File: config.mk
export PLATFORM = sky130hd
export DESIGN_NAME = led_sequencer
export DESIGN_NICKNAME = d
export VERILOG_FILES = /design/src/rtl/led_pkg.sv /design/src/rtl/led_sequencer_tick_gen.sv /design/src/rtl/led_sequencer.sv
export SDC_FILE = /design/constraint.sdc
export NUM_CORES = 1
export LEC_CHECK = 0
export ABC_AREA = 1
export BUFFER_PORTS_ARGS = -buffer_cell sky130_fd_sc_hd__clkbuf_2
export CAP_MARGIN = 20
export CELL_PAD_IN_SITES_DETAIL_PLACEMENT = 0
export CELL_PAD_IN_SITES_GLOBAL_PLACEMENT = 2
export CORE_UTILIZATION = 37
export CTS_CLUSTER_DIAMETER = 30
export DETAILED_ROUTE_END_ITERATION = 6
export GPL_ROUTABILITY_DRIVEN = 0
export GPL_TIMING_DRIVEN = 0
export PLACE_DENSITY_LB_ADDON = 0.1
export SLEW_MARGIN = 20
export SYNTH_ARGS = -nofsm -noshare
export SYNTH_HDL_FRONTEND = slang
export SYNTH_HIERARCHICAL = 1
export SYNTH_SLANG_ARGS = --single-unit
File: constraint.sdc
create_clock -name clk -period 3.7 [get_ports clk]
set_clock_uncertainty 0.2 [all_clocks]
set_input_delay 0 -clock clk [delete_from_list [all_inputs] [get_ports clk]]
set_output_delay 0 -clock clk [all_outputs]
set_load 0.005 [all_outputs]
File: src/rtl/led_pkg.sv
// Shared constants for the LED sequencer: mode encodings and prescaler sizing.
package led_pkg;

  localparam logic [1:0] MODE_UP     = 2'b00;
  localparam logic [1:0] MODE_DOWN   = 2'b01;
  localparam logic [1:0] MODE_BOUNCE = 2'b10;
  localparam logic [1:0] MODE_RING   = 2'b11;

  // Prescaler counter width: enough bits for 0..div-1, never less than one bit.
  function automatic int unsigned pcnt_width(input int unsigned div);
    return (div > 1) ? $clog2(div) : 1;
  endfunction

endpackage

File: src/rtl/led_sequencer_tick_gen.sv
// Prescaler: emits a combinational tick event every DIV enabled cycles.
module tick_gen
  import led_pkg::*;
#(
  parameter int unsigned DIV = 4
) (
  input  logic clk,
  input  logic pmod,
  input  logic en,
  input  logic clr,
  output logic tick_evt
);

  localparam int unsigned PW = pcnt_width(DIV);
  localparam logic [PW-1:0] LAST = PW'(DIV - 1);

  logic [PW-1:0] pcnt;

  assign tick_evt = en & (pcnt == LAST);

  // clr restarts the period so the next event is a full DIV enabled cycles away.
  always_ff @(posedge clk or negedge pmod) begin
    if (!pmod) begin
      pcnt <= '0;
    end else if (clr || tick_evt) begin
      pcnt <= '0;
    end else if (en) begin
      pcnt <= pcnt + PW'(1);
    end
  end

endmodule

File: src/rtl/led_sequencer.sv
// LED pattern sequencer: up/down/bounce/ring sequences advanced by a prescaled tick.
module led_sequencer
  import led_pkg::*;
#(
  parameter int unsigned CLK_HZ  = 12000000,
  parameter int unsigned TICK_HZ = 1,
  parameter int unsigned WIDTH   = 4
) (
  input  logic             clk,
  input  logic             pmod,
  input  logic             en,
  input  logic [1:0]       mode,
  input  logic             load,
  input  logic [WIDTH-1:0] load_val,
  output logic [WIDTH-1:0] led,
  output logic             tick,
  output logic             wrap
);

  localparam int unsigned DIV = (TICK_HZ == 0) ? 1 : CLK_HZ / TICK_HZ;

  generate
    if (TICK_HZ == 0 || TICK_HZ > CLK_HZ || WIDTH < 2 || WIDTH > 32) begin : g_bad_params
      $error("led_sequencer: illegal CLK_HZ/TICK_HZ/WIDTH combination");
    end
  endgenerate

  logic             tick_evt;
  logic             dir;
  logic [WIDTH-1:0] nxt;
  logic             nxt_dir;
  logic             nxt_wrap;

  tick_gen #(.DIV(DIV)) u_tick_gen (
    .clk      (clk),
    .pmod     (pmod),
    .en       (en),
    .clr      (load),
    .tick_evt (tick_evt)
  );

  // Candidate value for the next tick; only committed when tick_evt fires.
  always_comb begin
    nxt      = led;
    nxt_dir  = 1'b0;
    nxt_wrap = 1'b0;
    case (mode)
      MODE_UP: begin
        nxt      = led + WIDTH'(1);
        nxt_wrap = &led;
      end
      MODE_DOWN: begin
        nxt      = led - WIDTH'(1);
        nxt_wrap = ~|led;
      end
      MODE_BOUNCE: begin
        if (!dir) begin
          if (&led) begin
            nxt      = led - WIDTH'(1);
            nxt_dir  = 1'b1;
            nxt_wrap = 1'b1;
          end else begin
            nxt      = led + WIDTH'(1);
          end
        end else begin
          if (~|led) begin
            nxt      = WIDTH'(1);
            nxt_wrap = 1'b1;
          end else begin
            nxt      = led - WIDTH'(1);
            nxt_dir  = 1'b1;
          end
        end
      end
      MODE_RING: begin
        // A corrupted (non-one-hot) pattern re-seeds the ring instead of rotating.
        if ($onehot(led)) begin
          nxt      = {led[WIDTH-2:0], led[WIDTH-1]};
          nxt_wrap = led[WIDTH-1];
        end else begin
          nxt      = WIDTH'(1);
        end
      end
      default: ;
    endcase
  end

  always_ff @(posedge clk or negedge pmod) begin
    if (!pmod) begin
      led  <= '0;
      dir  <= 1'b0;
      tick <= 1'b0;
      wrap <= 1'b0;
    end else if (load) begin
      led  <= load_val;
      dir  <= 1'b0;
      tick <= 1'b0;
      wrap <= 1'b0;
    end else begin
      tick <= tick_evt;
      wrap <= tick_evt & nxt_wrap;
      if (tick_evt) begin
        led <= nxt;
        dir <= nxt_dir;
      end else if (mode != MODE_BOUNCE) begin
        dir <= 1'b0;
      end
    end
  end

endmodule

### Word level (Yosys, flattened, before mapping)

Cells that the tools add are included.

| storage, ports and cells | value |
|---|---|
| register bits after elaboration | 31 |
| latch bits | 0 |
| bits in writable memories | 0 |
| ROM bits | 0 |
| memories | 0 |

| cells by class | value |
|---|---|
| $add $sub $neg | 6 |
| $mul | 0 |
| divide/modulo/power cells | 0 |
| magnitude comparators | 0 |
| equal/unequal tests | 6 |
| shift-type cells | 0 |
| multiplexer cells | 22 |
| bitwise logic cells | 2 |
| reduce and logical (&&, ||, !) cells | 8 |

Operators with widths:

| operator | number |
|---|---|
| $mux W24 | 2 |
| $add A24 B1 Y24 const B | 1 |
| $eq A24 B24 Y1 const B | 1 |
| $mux W4 | 6 |
| $pmux W4 S4 | 1 |
| $mux W1 | 12 |
| $add A1 B1 Y2 | 2 |
| $add A4 B1 Y4 const B | 1 |
| $eq A2 B2 Y1 const B | 2 |
| $pmux W1 S4 | 1 |
| $reduce_and A4 Y1 | 1 |
| $reduce_bool A2 Y1 | 2 |
| $reduce_or A4 Y1 | 1 |
| $sub A4 B1 Y4 const B | 1 |
| $add A2 B2 Y3 | 1 |
| $eq A3 B1 Y1 const B | 1 |
| $reduce_bool A3 Y1 | 1 |
| $and A1 B1 Y1 | 2 |
| $eq A2 B1 Y1 const B | 1 |
| $logic_not A2 Y1 | 1 |
| $ne A2 B2 Y1 const B | 1 |
| $logic_not A1 Y1 | 1 |
| $logic_or A1 B1 Y1 | 1 |

### Logic depth before layout (Yosys ltp)

| depth | value |
|---|---|
| depth after elaboration | 7 |
| mapped depth | 13 |
| depth with buffers taken out | 12 |

### Modules after synthesis

The synthesis kept the hierarchy.

By module, submodules not included:

| module | times used | cells each | area an instance (µm²) |
|---|---|---|---|
| tick_gen | 1 | 223 | 1,617.8 |
| led_sequencer | 1 | 97 | 670.6 |

### Worst setup path before layout

Ideal clock, no wire load.

| timing | value |
|---|---|
| kind | flip-flop to flip-flop |
| start | register led[0] |
| end | register led[2] |
| library setup time | 0.066 ns |
| arrival | 2.150 ns |
| setup slack | 1.284 ns |
| stages on the path, launching flop included | 13 |
| buffers on the path | 1 |
| path through | dfrtp_1 -> buf_4 -> inv_1 -> fa_1 -> inv_1 -> ha_1 -> ha_1 -> nand3b_1 -> nor2_1 -> a21oi_1 -> nand3_1 -> nand2_1 -> nand2_1 |

| between the ends | value |
|---|---|
| word-level cells in the longest chain between the ends | 7 |
| elaborated cells on any way between the ends | 14 |

RTL lines:

| what | RTL line | source |
|---|---|---|
| from (decl) | led_sequencer.sv:15 | `output logic [WIDTH-1:0] led,` |
| from (signal assigned) | led_sequencer.sv:95 | `led <= load_val;` |
| from (signal assigned) | led_sequencer.sv:103 | `led <= nxt;` |
| $add A1 B1 Y2 (implied by the code) | led_sequencer.sv:77 | `if ($onehot(led)) begin` |
| $add A2 B2 Y3 (implied by the code) | led_sequencer.sv:77 |  |
| $eq A3 B1 Y1 | led_sequencer.sv:77 |  |
| $mux W4 | led_sequencer.sv:77 |  |
| $pmux W4 S4 (*) | led_sequencer.sv:47 | `case (mode)` |
| $mux W4 (*) | led_sequencer.sv:102 | `if (tick_evt) begin` |
| $mux W4 (*) | led_sequencer.sv:94 | `end else if (load) begin` |

Mark *: on every way between the ends. The rest lies on a longest branch, timed or not. The select of a mux whose other input is x is not followed.
A chain may end at the register's enable or synchronous reset.

### Final worst setup path

| timing | value |
|---|---|
| start | register led[0] |
| end | register led[1] |

The elaborated chain is that of the path after synthesis.

==> impl_metrics.tcl <==
set metrics [dict create \
    run_status "finished clean" \
    max_clock_freq_ghz 0.3018 \
    synth.area.top_cells "sky130_fd_sc_hd__dfrtp_1 (34%), sky130_fd_sc_hd__nand2_1 (12%), sky130_fd_sc_hd__nor2_1 (7.2%)" \
    timing_worst_slew_pin_value_ps 825.6 \
    synth_instances 320 \
    antenna_found_initial 0 \
    totalPowerFinal_mw 0.7798 \
    first_global_vias 2002 \
    fin_setup_tns_ps 0 \
    timing_worst_setup_path_type "reg -> reg" \
    timing.hold.worst.class "in -> reg" \
    critPathBufInv 4 \
    r2r_start "led[0]$_DFFE_PN0P_" \
    synth.distinct_cells 30 \
    first_pass_iters 4 \
    pwr-share-clk_pct 38.3 \
    holdCritStartpoint "mode[0]" \
    worst_path_dominant_cell_family "adder cells" \
    min_to "wrap$_DFF_PN0_" \
    route.detailed.drc 0 \
    synth_sequential_area_ratio_pct 33.90 \
    power.density_nw_per_um2 289.1 \
    filler_cell_count 643 \
    cts_tree "yes" \
    worst-path-max-fanout 8 \
    timing_hold_violations_final 0 \
    design.die.area_um2 6504 \
    power_report.internal_total_mw 0.5688 \
    critical_path.max_stage_delay_ps 550 \
    routed_via_density 4.884 \
    clock_tree.root_cell "sky130_fd_sc_hd__clkbuf_8" \
    hold_buffer_count_at_cts 15 \
    grt_setup_unrepaired "no" \
    critPathCaptureType "flip-flop" \
    final_nets 372 \
    p_switching_mw 0.2110 \
    yosysWarnings 6 \
    post-synth-top-area-fraction_pct 33.90 \
    peakVddDrop_uv 150.0 \
    worst_slew_margin_rel_pct 44.96 \
    io-pin-count 16 \
    floorplan.rows 28 \
    buffer_ports.inserted 13 \
    track_usage_pct 20.66 \
    power.switching_fraction_pct 27.06 \
    drive_above_1_share_pct 16.29 \
    post-route-min-period_ps 3313 \
    worst_setup_path_start_kind "flip-flop" \
    cts_sinks 31 \
    regToRegSetupSlack_ps 390 \
    power.share.sequential_pct 45.3 \
    timing.final.max_slew_violations 0 \
    cts.reportedPaths.clkPinSlew_ps 60 \
    antenna_violating_nets_post_route 0 \
    cp_data_arrival_time_ps 3330 \
    worst_path_most_repeated_cell "sky130_fd_sc_hd__nand2_1" \
    post_layout_nonfiller_instances 431 \
    die_y_um 80.65 \
    cap_viol_max_count 0 \
    rr_endpoint "led[1]$_DFFE_PN0P_" \
    layout.cells.most_common "sky130_fd_sc_hd__nand2_1" \
    comb_power_share_pct 16.4 \
    timing.critical_path.cells "buf_4 -> inv_1 -> fa_1 -> inv_1 -> ha_1 -> ha_1 -> nand3b_1 -> nor2_1 -> nand2_1 -> nand3_1 -> nand2_1 -> nand2_1 -> dlygate4sd3_1" \
    final_cell_mix "sky130_fd_sc_hd__nand2_1 (72), sky130_fd_sc_hd__nor2_1 (44), sky130_fd_sc_hd__inv_1 (42)" \
    period_share_pct 89.54 \
    number_of_inserted_diodes 0 \
    wl_um 5989 \
    vias 2105 \
    area.growth.synth_to_final_pct 17.88 \
    design.core.area_um2 5956 \
    report.final.setup_viol 0 \
    cts_inserted_buffers 5 \
    synth_fp_nets 337 \
    layout_cell_area_excl_fill_um2 2698 \
    syn-mean-instance-area_um2 7.151 \
    netlist_area_pre_place_um2 2288 \
    detailedRoute.firstIterationViolations 109 \
    worst-endpoint-required_ps 3710 \
    grt_overflow 0 \
    grt_pass1_wl_um 10050 \
    htree_levels 2 \
    number_of_placed_cells_counting_well_taps 408 \
    clock_insertion_delay_worst_skew_ps 280 \
    slowest_stage "sky130_fd_sc_hd__dlygate4sd3_1" \
    r2r_cells 13 \
    power.leakage_nw 1.202 \
    resized_cells_post_cts 0 \
    dpl_cell_area_um2 2447 \
    grt_start_max_net_pins 32 \
    post-cts-setup-buffer-count 0 \
    post-dp-hpwl_um 4402 \
    synth_top_area_cell "sky130_fd_sc_hd__dfrtp_1" \
    avgRoutedWirePerCell_um 13.90 \
    synth.ff_latch_count 31 \
    start_util_pct 38.42 \
    whs_path_depth 5 \
    fp.dieW_um 80.65 \
    cts_buffer_depth 2 \
]
[layout make-up]
| cell class | count | area (um2) | area share [%] |
|---|---|---|---|
| Tap cell | 75 | 93.84 | 3.479 |
| Clock buffer | 8 | 100.1 | 3.711 |
| Timing Repair Buffer | 28 | 215.2 | 7.978 |
| Buffer | 6 | 57.56 | 2.134 |
| Sequential cell | 31 | 775.7 | 28.76 |
| Inverter | 46 | 172.7 | 6.401 |
| Multi-Input combinational cell | 237 | 1282 | 47.54 |
[routing by layer]
metal	GRT usage [%]	part of all wire (%)
met1	30.90	53
met2	30.25	41
met3	4.091	5.4
met4	4.286	0.70
met5	0	0
[how the worst max path moves through the flow]
stage	slack, ps	cells past startpoint	from	end
floorplan	1280	12	led[0]$_DFFE_PN0P_	led[2]$_DFFE_PN0P_
global placement	970	12	led[0]$_DFFE_PN0P_	led[2]$_DFFE_PN0P_
detailed placement	950	11	led[1]$_DFFE_PN0P_	led[3]$_DFFE_PN0P_
CTS	420	12	led[1]$_DFFE_PN0P_	led[1]$_DFFE_PN0P_
global route	180	12	led[1]$_DFFE_PN0P_	led[1]$_DFFE_PN0P_
finish	390	13	led[0]$_DFFE_PN0P_	led[1]$_DFFE_PN0P_
[cells by family (layout without fill, tap and decap cells)]
group	Yosys count	after routing	synth area share [%]
buffers and inverters	52	88	10.06
flip-flops	31	31	33.90
AO/OA/AOI/OAI	24	24	6.343
XOR/XNOR	12	12	4.593
adder cells (fa/ha/maj)	7	7	4.155
AND/OR/NAND/NOR	194	194	40.95
[through the flow]
stage / setup WS, ps / util (%) / hold slack [ps]
6_report: 387.0 / 45.29 / 27.45
5_1_grt: 176.2 / 45.29 / 126.6
4_1_cts: 421.0 / 45.29 / 29.68
3_5_place_dp: 948.0 / 41.09 / -47.94
3_3_place_gp: 967.1 / 41.09 / -60.17
2_1_floorplan: 1284 / - / -495.6
[power groups by stage]
| stage | logic (mW) | clock network, mW | registers [mW] |
|---|---|---|---|
| 6_report | 0.128 | 0.299 | 0.353 |
| 5_1_grt | 0.144 | 0.330 | 0.354 |
| 4_1_cts | 0.128 | 0.310 | 0.353 |
| 3_5_place_dp | 0.112 | 0 | 0.360 |
| 3_3_place_gp | 0.113 | 0 | 0.360 |
| 2_1_floorplan | 0.0746 | 0 | 0.357 |
[flip-flops by register name, summed over array words and instances, names as in the netlist]
register,flops
u_tick_gen/pcnt,24
wrap,1
led,4
dir,1
tick,1
[worst min-delay path: stages]
cell and delay, ps:
sky130_fd_sc_hd__clkbuf_2 110, sky130_fd_sc_hd__nor2_1 90, sky130_fd_sc_hd__nand2_1 80, sky130_fd_sc_hd__nand2_1 40
sky130_fd_sc_hd__a21oi_1 130
[cell usage after synthesis (all sizes together)]
library cell and instances:
inv 46, nand2 77, o21ai 4, nand3 36
dfrtp 31, nor2 64, nand4 10, ha 6
xnor2 2, o21bai 5, buf 5, fa 1
nand3b 1, a21oi 9, a22oi 4, nor4 1
a31oi 1, clkbuf 1, nor3 5, o22ai 1
xor2 10
Note: power is estimated with default switching activity, not from simulation.
